<file path="config.mk">
export PLATFORM = sky130hd
export DESIGN_NAME = i2c_read_2byte_c_flat
export DESIGN_NICKNAME = d
export VERILOG_FILES = /design/src/rtl/i2c_read_2byte_c_if.sv /design/src/rtl/i2c_read_2byte_c.sv /design/src/flat_wrapper.sv
export SDC_FILE = /design/constraint.sdc
export NUM_CORES = 1
export LEC_CHECK = 0
export BUFFER_PORTS_ARGS = -buffer_cell sky130_fd_sc_hd__buf_2
export CAP_MARGIN = 20
export CORE_MARGIN = 4
export CORE_UTILIZATION = 44
export CTS_BUF_LIST = sky130_fd_sc_hd__clkbuf_16
export DETAILED_ROUTE_END_ITERATION = 12
export GPL_ROUTABILITY_DRIVEN = 0
export GPL_TIMING_DRIVEN = 1
export HOLD_SLACK_MARGIN = 0.15
export SYNTH_ARGS = -nofsm -noshare
export SYNTH_HDL_FRONTEND = slang
export SYNTH_SLANG_ARGS = --single-unit
</file>
<file path="constraint.sdc">
create_clock -name PT_CK -period 5.19 [get_ports PT_CK]
set_clock_uncertainty 0.2 [all_clocks]
set_input_delay 0.7785 -clock PT_CK [delete_from_list [all_inputs] [get_ports PT_CK]]
set_output_delay 0.7785 -clock PT_CK [all_outputs]
set_load 0.005 [all_outputs]
</file>
<file path="src/rtl/i2c_read_2byte_c_if.sv">
// Bus bundle for the 2-byte-pointer I2C read engine.
// The master side is the engine; the slave side is its environment.
interface i2c_read_2byte_c_if;
    logic        GO;
    logic [15:0] POINTER;
    logic [7:0]  SLAVE_ADDRESS;
    logic        SDAI;
    logic        SDAO;
    logic        SCLO;
    logic        END_OK;
    logic [15:0] RDATA;
    logic        ACK_OK;
    logic [3:0]  ST;
    logic [3:0]  CNT;
    logic [2:0]  BYTE;

    modport master (
        input  GO, POINTER, SLAVE_ADDRESS, SDAI,
        output SDAO, SCLO, END_OK, RDATA, ACK_OK, ST, CNT, BYTE
    );

    modport slave (
        output GO, POINTER, SLAVE_ADDRESS, SDAI,
        input  SDAO, SCLO, END_OK, RDATA, ACK_OK, ST, CNT, BYTE
    );
endinterface

</file>
<file path="src/rtl/i2c_read_2byte_c.sv">
// I2C master read engine: START, addr+W, 16-bit pointer, rSTART,
// addr+R, RD_BYTES data bytes, STOP. One bus phase per PT_CK edge.
module i2c_read_2byte_c #(
    parameter int RD_BYTES = 2
) (
    input logic PT_CK,
    input logic RESET,
    i2c_read_2byte_c_if.master bus
);
    localparam logic [3:0] S_IDLE   = 4'd0;
    localparam logic [3:0] S_START  = 4'd1;
    localparam logic [3:0] S_WBIT   = 4'd2;
    localparam logic [3:0] S_RSTART = 4'd3;
    localparam logic [3:0] S_RBIT   = 4'd4;
    localparam logic [3:0] S_STOP   = 4'd5;
    localparam logic [3:0] S_DONE   = 4'd6;

    localparam logic [2:0] LAST_BYTE = 3'(3 + RD_BYTES);

    logic [3:0]  st_q, st_d;
    logic [1:0]  ph_q, ph_d;
    logic [3:0]  cnt_q, cnt_d;
    logic [2:0]  byte_q, byte_d;
    logic [15:0] ptr_q, ptr_d;
    logic [6:0]  addr_q, addr_d;
    logic [15:0] rx_q, rx_d;
    logic [15:0] rdata_q, rdata_d;
    logic        nack_q, nack_d;
    logic        ack_ok_q, ack_ok_d;
    logic        sda_q, sda_d;
    logic        scl_q, scl_d;
    logic        end_ok_q, end_ok_d;
    logic        unused_addr0;

    assign unused_addr0 = bus.SLAVE_ADDRESS[0];

    // Bus levels for a given state; evaluated on next-state so SDA/SCL are flops.
    function automatic logic [1:0] bus_f(
        input logic [3:0]  st,
        input logic [1:0]  ph,
        input logic [3:0]  cnt,
        input logic [2:0]  byt,
        input logic [15:0] ptr,
        input logic [6:0]  addr
    );
        logic [7:0] tx;
        logic       scl;
        logic       sda;
        case (byt)
            3'd0:    tx = {addr, 1'b0};
            3'd1:    tx = ptr[15:8];
            3'd2:    tx = ptr[7:0];
            default: tx = {addr, 1'b1};
        endcase
        scl = 1'b1;
        sda = 1'b1;
        case (st)
            S_START: sda = 1'b0;
            S_WBIT: begin
                scl = (ph != 2'd0);
                sda = (cnt == 4'd8) ? 1'b1 : tx[~cnt[2:0]];
            end
            S_RSTART: begin
                scl = (ph != 2'd0);
                sda = (ph != 2'd2);
            end
            S_RBIT: begin
                scl = (ph != 2'd0);
                sda = (cnt != 4'd8) || (byt == LAST_BYTE);
            end
            S_STOP: begin
                scl = (ph != 2'd0);
                sda = (ph == 2'd2);
            end
            default: ;
        endcase
        return {scl, sda};
    endfunction

    always_comb begin
        st_d     = st_q;
        ph_d     = ph_q;
        cnt_d    = cnt_q;
        byte_d   = byte_q;
        ptr_d    = ptr_q;
        addr_d   = addr_q;
        rx_d     = rx_q;
        rdata_d  = rdata_q;
        nack_d   = nack_q;
        ack_ok_d = ack_ok_q;
        case (st_q)
            S_IDLE: begin
                if (bus.GO) begin
                    st_d     = S_START;
                    ptr_d    = bus.POINTER;
                    addr_d   = bus.SLAVE_ADDRESS[7:1];
                    ack_ok_d = 1'b0;
                    nack_d   = 1'b0;
                    rx_d     = '0;
                    cnt_d    = '0;
                    byte_d   = '0;
                    ph_d     = '0;
                end
            end
            S_START: st_d = S_WBIT;
            S_WBIT: begin
                if (ph_q != 2'd2) begin
                    ph_d = ph_q + 2'd1;
                end else begin
                    ph_d = '0;
                    if (cnt_q != 4'd8) begin
                        cnt_d = cnt_q + 4'd1;
                    end else begin
                        cnt_d = '0;
                        if (bus.SDAI) begin
                            nack_d = 1'b1;
                            st_d   = S_STOP;
                        end else if (byte_q == 3'd2) begin
                            st_d = S_RSTART;
                        end else if (byte_q == 3'd3) begin
                            st_d   = S_RBIT;
                            byte_d = 3'd4;
                        end else begin
                            byte_d = byte_q + 3'd1;
                        end
                    end
                end
            end
            S_RSTART: begin
                if (ph_q != 2'd2) begin
                    ph_d = ph_q + 2'd1;
                end else begin
                    ph_d   = '0;
                    cnt_d  = '0;
                    byte_d = 3'd3;
                    st_d   = S_WBIT;
                end
            end
            S_RBIT: begin
                if (ph_q != 2'd2) begin
                    ph_d = ph_q + 2'd1;
                end else begin
                    ph_d = '0;
                    if (cnt_q != 4'd8) begin
                        cnt_d = cnt_q + 4'd1;
                        rx_d  = {rx_q[14:0], bus.SDAI};
                    end else begin
                        cnt_d = '0;
                        if (byte_q == LAST_BYTE) begin
                            st_d    = S_STOP;
                            rdata_d = rx_q;
                        end else begin
                            byte_d = byte_q + 3'd1;
                        end
                    end
                end
            end
            S_STOP: begin
                if (ph_q != 2'd2) begin
                    ph_d = ph_q + 2'd1;
                end else begin
                    ph_d     = '0;
                    st_d     = S_DONE;
                    ack_ok_d = ~nack_q;
                end
            end
            S_DONE: begin
                // Held GO parks here so one request yields one transaction.
                if (!bus.GO) st_d = S_IDLE;
            end
            default: st_d = S_IDLE;
        endcase
        {scl_d, sda_d} = bus_f(st_d, ph_d, cnt_d, byte_d, ptr_d, addr_d);
        end_ok_d = (st_d == S_IDLE) || (st_d == S_DONE);
    end

    always_ff @(posedge PT_CK) begin
        if (RESET) begin
            st_q     <= S_IDLE;
            ph_q     <= '0;
            cnt_q    <= '0;
            byte_q   <= '0;
            ptr_q    <= '0;
            addr_q   <= '0;
            rx_q     <= '0;
            rdata_q  <= '0;
            nack_q   <= 1'b0;
            ack_ok_q <= 1'b0;
            sda_q    <= 1'b1;
            scl_q    <= 1'b1;
            end_ok_q <= 1'b1;
        end else begin
            st_q     <= st_d;
            ph_q     <= ph_d;
            cnt_q    <= cnt_d;
            byte_q   <= byte_d;
            ptr_q    <= ptr_d;
            addr_q   <= addr_d;
            rx_q     <= rx_d;
            rdata_q  <= rdata_d;
            nack_q   <= nack_d;
            ack_ok_q <= ack_ok_d;
            sda_q    <= sda_d;
            scl_q    <= scl_d;
            end_ok_q <= end_ok_d;
        end
    end

    assign bus.SDAO   = sda_q;
    assign bus.SCLO   = scl_q;
    assign bus.END_OK = end_ok_q;
    assign bus.RDATA  = rdata_q;
    assign bus.ACK_OK = ack_ok_q;
    assign bus.ST     = st_q;
    assign bus.CNT    = cnt_q;
    assign bus.BYTE   = byte_q;
endmodule

</file>
<file path="src/flat_wrapper.sv">
// flat-port wrapper written by rule: the top's interface ports become plain ports
module i2c_read_2byte_c_flat 
#(
    parameter int RD_BYTES = 2
)
  (PT_CK, RESET, bus_GO, bus_POINTER, bus_SLAVE_ADDRESS, bus_SDAI, bus_SDAO, bus_SCLO, bus_END_OK, bus_RDATA, bus_ACK_OK, bus_ST, bus_CNT, bus_BYTE);
  i2c_read_2byte_c_if bus_i ();
  input logic PT_CK;
  input logic RESET;
  input wire logic [$bits(bus_i.GO)-1:0] bus_GO;
  input wire logic [$bits(bus_i.POINTER)-1:0] bus_POINTER;
  input wire logic [$bits(bus_i.SLAVE_ADDRESS)-1:0] bus_SLAVE_ADDRESS;
  input wire logic [$bits(bus_i.SDAI)-1:0] bus_SDAI;
  output wire logic [$bits(bus_i.SDAO)-1:0] bus_SDAO;
  output wire logic [$bits(bus_i.SCLO)-1:0] bus_SCLO;
  output wire logic [$bits(bus_i.END_OK)-1:0] bus_END_OK;
  output wire logic [$bits(bus_i.RDATA)-1:0] bus_RDATA;
  output wire logic [$bits(bus_i.ACK_OK)-1:0] bus_ACK_OK;
  output wire logic [$bits(bus_i.ST)-1:0] bus_ST;
  output wire logic [$bits(bus_i.CNT)-1:0] bus_CNT;
  output wire logic [$bits(bus_i.BYTE)-1:0] bus_BYTE;
  assign bus_i.GO = bus_GO;
  assign bus_i.POINTER = bus_POINTER;
  assign bus_i.SLAVE_ADDRESS = bus_SLAVE_ADDRESS;
  assign bus_i.SDAI = bus_SDAI;
  assign bus_SDAO = bus_i.SDAO;
  assign bus_SCLO = bus_i.SCLO;
  assign bus_END_OK = bus_i.END_OK;
  assign bus_RDATA = bus_i.RDATA;
  assign bus_ACK_OK = bus_i.ACK_OK;
  assign bus_ST = bus_i.ST;
  assign bus_CNT = bus_i.CNT;
  assign bus_BYTE = bus_i.BYTE;
  i2c_read_2byte_c #(.RD_BYTES(RD_BYTES)) u_core (.PT_CK(PT_CK), .RESET(RESET), .bus(bus_i));
endmodule
</file>
* Word-level counts from Yosys, hierarchy flattened
Cells that the tools add are included.
** Word-level totals
- Latch bits :: 0
- Bits in registers :: 73
- Memories kept :: 0
- Output and inout bits :: 31
- Input bits :: 28
- Bits in read-only memories :: 0
- Memory bits (writable) :: 0
** Operators by class
- $mul :: 0
- Bitwise logic cells :: 5
- Divide/modulo/power cells :: 0
- Equal/unequal tests :: 31
- Reduce and logical (&&, ||, !) cells :: 17
- Mux-type cells :: 52
- Add/sub/neg operators :: 3
- Order comparisons :: 1
- Shifts and indexed selects :: 0
** Operator list (count)
- 2-to-1 mux 16 bit :: 5
- 2-to-1 mux 4 bit :: 16
- one-hot mux 16 bit (2 select lines) :: 1
- 2-to-1 mux 3 bit :: 10
- one-hot mux 4 bit (7 select lines) :: 1
- equality test 4 x 3 -> 1 bit, second input constant :: 6
- one-hot mux 8 bit (3 select lines) :: 1
- equality test 4 x 2 -> 1 bit, second input constant :: 4
- != test 2 bit, second input constant :: 8
- 2-to-1 mux 7 bit :: 2
- one-hot mux 3 bit (4 select lines) :: 1
- one-hot mux 4 bit (3 select lines) :: 1
- equality test 3 x 2 -> 1 bit, second input constant :: 3
- equality test 4 x 1 -> 1 bit, second input constant :: 2
- zero test 4 bit :: 2
- != test 4 bit, second input constant :: 2
- AND reduction 4 bit :: 2
- nonzero test 2 bit :: 4
- OR reduction 4 bit :: 2
- 2-to-1 mux 1 bit :: 7
- equality test 3 bit, second input constant :: 2
- one-hot mux 1 bit (5 select lines) :: 1
- AND reduction 5 bit :: 1
- adder 4 x 1 -> 4 bit, second input constant :: 1
- other kinds (17) :: 24

* Longest topological paths before layout
- Depth after elaboration :: 13
- Gate-level depth with buffers :: 12
- Mapped depth without buffers :: 10

* Worst setup path after synthesis
Ideal clock, no wire load.
- Path type :: in2reg
- From :: in bus_SDAI
- To :: reg u_core.sda_q (netlist: u_core.bus.SDAO)
- Buffers on the path :: 1
- Arrival :: 2766 ps
- Required time :: 4917 ps
- Library setup time :: 73 ps
- Slack :: 2151 ps
- Stages :: 8
- Cell sequence :: buf_1 o41a_1 or4_4 and4_4 a221o_1 o221ai_2 a31oi_1 o211ai_2
** Between the ends
- Word-level cells in the longest chain between the ends :: 10
- Elaborated cells between the ends (all ways) :: 23
- Those cells by class :: 8 x eq/ne; 13 x mux; 2 x reduce/logical
** RTL lines
- start, declared :: line flat_wrapper.sv:13 : input wire logic [$bits(bus_i.SDAI)-1:0] bus_SDAI;
- 2-to-1 mux 3 bit :: line i2c_read_2byte_c.sv:115 : if (bus.SDAI) begin
- 2-to-1 mux 3 bit :: line i2c_read_2byte_c.sv:111 : if (cnt_q != 4'd8) begin
- 2-to-1 mux 3 bit :: line i2c_read_2byte_c.sv:107 : if (ph_q != 2'd2) begin
- one-hot mux 3 bit (4 select lines) :: line i2c_read_2byte_c.sv:91 : case (st_q)
- equality test 3 x 2 -> 1 bit (tied with other cells) :: line i2c_read_2byte_c.sv:49 : case (byt)
- one-hot mux 8 bit (3 select lines) :: line i2c_read_2byte_c.sv:49
- binary-select mux 1 bit (select 3 bit) :: line i2c_read_2byte_c.sv:61 : sda = (cnt == 4'd8) ? 1'b1 : tx[~cnt[2:0]];
- 2-to-1 mux 1 bit (not written as such) :: line i2c_read_2byte_c.sv:61
- 2-to-1 mux 1 bit :: line i2c_read_2byte_c.sv:61
- one-hot mux 1 bit (5 select lines) * :: line i2c_read_2byte_c.sv:57 : case (st)
- end signal, assigned :: line i2c_read_2byte_c.sv:189 : sda_q <= 1'b1;
- end signal, assigned :: line i2c_read_2byte_c.sv:203 : sda_q <= sda_d;
- end, declared :: line i2c_read_2byte_c.sv:30 : logic sda_q, sda_d;
Every way passes the cells marked *; elsewhere a longest branch is shown, timed or not. The select of a mux whose other input is x is not followed.
A chain may end at the register's enable or synchronous reset.

* Worst setup path in the final report
- From :: reg u_core.cnt_q[1] (netlist: u_core.bus.CNT[1])
- To :: reg u_core.sda_q (netlist: u_core.bus.SDAO)
** Between the ends
- Word-level cells in the longest chain between the ends :: 10
- Elaborated cells between the ends (all ways) :: 35
- Those cells by class :: 1 x add/sub; 11 x eq/ne; 20 x mux; 1 x bitwise; 2 x reduce/logical
** RTL lines
- start, declared :: line i2c_read_2byte_c.sv:22 : logic [3:0] cnt_q, cnt_d;
- start signal, assigned :: line i2c_read_2byte_c.sv:195 : cnt_q <= cnt_d;
- != test 4 bit :: line i2c_read_2byte_c.sv:111, i2c_read_2byte_c.sv:144
- 2-to-1 mux 3 bit, on equally long branches :: line i2c_read_2byte_c.sv:144, i2c_read_2byte_c.sv:111
- 2-to-1 mux 3 bit, on equally long branches :: line i2c_read_2byte_c.sv:140, i2c_read_2byte_c.sv:107
- one-hot mux 3 bit (4 select lines) :: line i2c_read_2byte_c.sv:91
- equality test 3 x 2 -> 1 bit (tied with other cells) :: line i2c_read_2byte_c.sv:49
- one-hot mux 8 bit (3 select lines) :: line i2c_read_2byte_c.sv:49
- binary-select mux 1 bit (select 3 bit) :: line i2c_read_2byte_c.sv:61
- 2-to-1 mux 1 bit (not written as such) :: line i2c_read_2byte_c.sv:61
- 2-to-1 mux 1 bit :: line i2c_read_2byte_c.sv:61
- one-hot mux 1 bit (5 select lines) * :: line i2c_read_2byte_c.sv:57
Marks and branches as above.

==> results by group <==
Outcome
  • Status: finished clean

Layout
  • Share of layout cells above drive strength 1: 0.181
  • Antenna Cells: 0
  • Commonest non-fill, non-tap cells in the layout: 88 x nand2_1, 73 x dfxtp_1, 57 x buf_2
  • # nets final: between 500 and 600
  • P&R area growth vs syn: 17.3%
  • Fill cells: 837
  • Final Non-Filler Cells: 613
  • Post-layout util: 0.527
  • Most common cell after layout, fill and taps aside: nand2_1
  • Final instance area: 0.00431 mm2

Power
  • Leakage power: 1.61 nW
  • NetSw: roughly 0.0003 W
  • Clock network fraction of design power: 0.485
  • Internal power: slightly below 0.001 W
  • Sequential share of power: 0.457
  • Combinational share of power: 0.059
  • Power Dens Cells: slightly below 300 mW/mm2
  • Max VDD drop: 0.173 mV
  • Pwr Total: 0.00127 W
  • Sw Ratio: 0.234

Clock tree
  • TritonCTS Buffers: 9
  • Clock transition at path regs: 60 ps
  • H-Tree Depth: 3
  • Post-cts gate resize count: 0
  • Clk sinks: 73
  • Clock latency at the later pin of the worst-skew pair: 330 ps
  • TritonCTS clock tree: done
  • Post-CTS Setup Inserts: 0
  • Root buffer cell: clkbuf_16
  • CTS Hold Bufs: 0
  • Clock Tree Buf Depth: 2

Timing
  • RSZ-0062 raised after global routing: false
  • Final hold violations: 0
  • Final Cycle Share: 0.681
  • Minimum clock period: 3530 ps
  • Relative slew margins: 0.448
  • Slew Viols, Final: 0
  • Setup tns final: 0 ps
  • Fmax: 283 MHz
  • Worst-Margin Slew: 826 ps
  • Setup-failing EPs final: 0

Placed design
  • DP Area: 0.00401 mm2
  • HPWL Detailed: between 6000 and 7000 um
  • Dpl cells: a little under 600
  • Port Buf Inserts: 57

Logic synthesis
  • FFs w/ async S/R, synth: 0
  • Synth cell types: between 60 and 70
  • Most used DFF post-synth: dfxtp_1
  • Post-synth EDFFs: 0
  • Mapped Nets: about 500
  • Avg Inst Size Synth: 8.01 um2
  • Post-synthesis cell count: ~460
  • Synth warnings: 0
  • Synthesized flop and latch total: 73
  • Mapped cell area: 0.00367 mm2
  • Register area share after synthesis: 0.398

GRT
  • First-pass GRT wire length: roughly 16000 um
  • Global route total overflow: 0
  • Total track usage: 0.195
  • Number of global-route vias before repair: 3206
  • Initial antenna violation count: 0
  • Largest net degree at the start of global routing: 49

Drt
  • Vias: 3513
  • Via-to-Cell Ratio: 5.73
  • Detailed Route WL: 9350 um
  • Drt first pass iters: 7
  • Routed wire per std cell: 15.3 um
  • Drt drc: 0
  • Final ANT Viol Nets: 0
  • Drt initial violations: 227

Floorplan
  • Num ports: 59
  • Initial core utilization: 0.449
  • Die area: between 0.009 and 0.01 mm2
  • Die H: 99.4 um
  • Row count: 33
  • Core footprint: slightly above 0.008 mm2
  • Die width: 99.4 um

Critical path
  • Kind of critical path: flip-flop to flip-flop
  • R2R depth: 10
  • Critical Path Start: u_core.bus.CNT[1]
  • FF-to-FF End: u_core.bus.SDAO
  • Most common cell on crit path: a31oi_1
  • Crit path capture type: flip-flop
  • Critical Path Max Stage Delay: 690 ps
  • Req. time, crit path: between 5000 and 6000 ps
  • Slowest cell on crit path: a2111oi_0
  • R2R Path Start: u_core.bus.CNT[1]
  • Crit path DAT: 3590 ps
  • Flop2flop setup slack: 1660 ps
  • Cell Chain, Critical Path: inv_1 -> ha_1 -> and3b_1 -> nand4_1 -> o2111ai_1 -> a2111oi_0 -> o311ai_0 -> a31oi_1 -> a31oi_1 -> o211ai_2
  • Crit start category: flip-flop
  • Crit Path Max Fanout: 18

Hold path
  • Hold Path Origin: u_core.bus.RDATA[10]
  • WHS Endpoint: u_core.bus.RDATA[10]
  • WHS Path Cells: 2
  • HP Class: flip-flop to flip-flop

Run
  • MaxCap Viol Count: 0
-- metal layers --
layer | wire [um] | share of wire | GRT usage
met5 | 0 | 0 | 0
met2 | 4230 | 0.45 | 0.294
met3 | 543 | 0.058 | 0.0344
met4 | 175 | 0.019 | 0.0756
met1 | 4400 | 0.47 | 0.277
-- metrics by stage --
stage,setup slack (ps),hold WS (ps)
after floorplan,2150,232
after global placement,1670,243
after detailed placement,1650,244
after CTS,1620,253
after global routing,1270,271
final,1660,249
-- synth_stat cells (7+ instances only) --
| master | n | area [um2] |
|---|---|---|
| mux2i_1 | 14 | 140 |
| nand2_1 | 88 | 330 |
| dfxtp_1 | 73 | 1460 |
| inv_1 | 10 | 37.5 |
| clkbuf_1 | 18 | 67.6 |
| o21ai_0 | 11 | 55.1 |
| buf_2 | 9 | 45.0 |
| nand3_1 | 25 | 125 |
| nor2_1 | 36 | 135 |
| a21oi_1 | 53 | 265 |
| o31ai_1 | 7 | 52.6 |
| nand4_1 | 7 | 43.8 |
| o211ai_1 | 8 | 60.1 |
-- flip-flops by register name, indices dropped and copies added (netlist names) --
signal,flops
u_core.bus.END_OK,1
u_core.bus.CNT,4
u_core.bus.ACK_OK,1
u_core.bus.SCLO,1
u_core.ptr_q,16
u_core.rx_q,16
u_core.addr_q,7
u_core.bus.SDAO,1
u_core.ph_q,2
u_core.bus.ST,4
u_core.bus.RDATA,16
u_core.nack_q,1
u_core.bus.BYTE,3
-- worst max-delay path, delay by kind of cell, from the launching register on --
family | cells | cell delay [ps]
compound gates | 6 | 1620
simple gates | 2 | 910
buf+inv | 1 | 80
flops | 1 | 420
fa+ha+maj | 1 | 240
-- cell families after synthesis --
logic type / share of synthesized area
buffers and inverters: 0.0439
other: 0.00102
AND/OR/NAND/NOR: 0.255
multiplexers: 0.0381
flip-flops: 0.398
XOR/XNOR: 0.00238
adder cells (fa/ha/maj): 0.0204
AO/OA/AOI/OAI: 0.241
-- power by group through the flow --
stage	combinational, W	sequential, W	clock (W)
floorplan	0.0000526	0.000587	0
global placement	0.0000736	0.000591	0
detailed placement	0.0000745	0.000591	0
CTS	0.0000748	0.000578	0.000627
global route	0.0000837	0.000579	0.000653
finish	0.0000744	0.000579	0.000614
-- area by class of cell --
class / instances / area, um2 / share of cell area
multi-input combinational: 346 / 2050 / 0.476
clock inverter: 7 / 71.3 / 0.0166
tap: 105 / 131 / 0.0305
clock buffer: 9 / 225 / 0.0523
inverter: 10 / 37.5 / 0.00871
sequential: 73 / 1460 / 0.339
timing repair buffer: 63 / 330 / 0.0767
-- how the worst max path moves through the flow --
| stage | cells after the start | slack (ps) | endpoint |
|---|---|---|---|
| 2_1_floorplan | 8 | 2150 | u_core.bus.SDAO |
| 3_3_place_gp | 10 | 1670 | u_core.bus.SDAO |
| 3_5_place_dp | 10 | 1650 | u_core.bus.SDAO |
| 4_1_cts | 10 | 1620 | u_core.bus.SDAO |
| 5_1_grt | 10 | 1270 | u_core.bus.SDAO |
| 6_report | 10 | 1660 | u_core.bus.SDAO |
No activity file was read; power rests on OpenSTA's default activity.
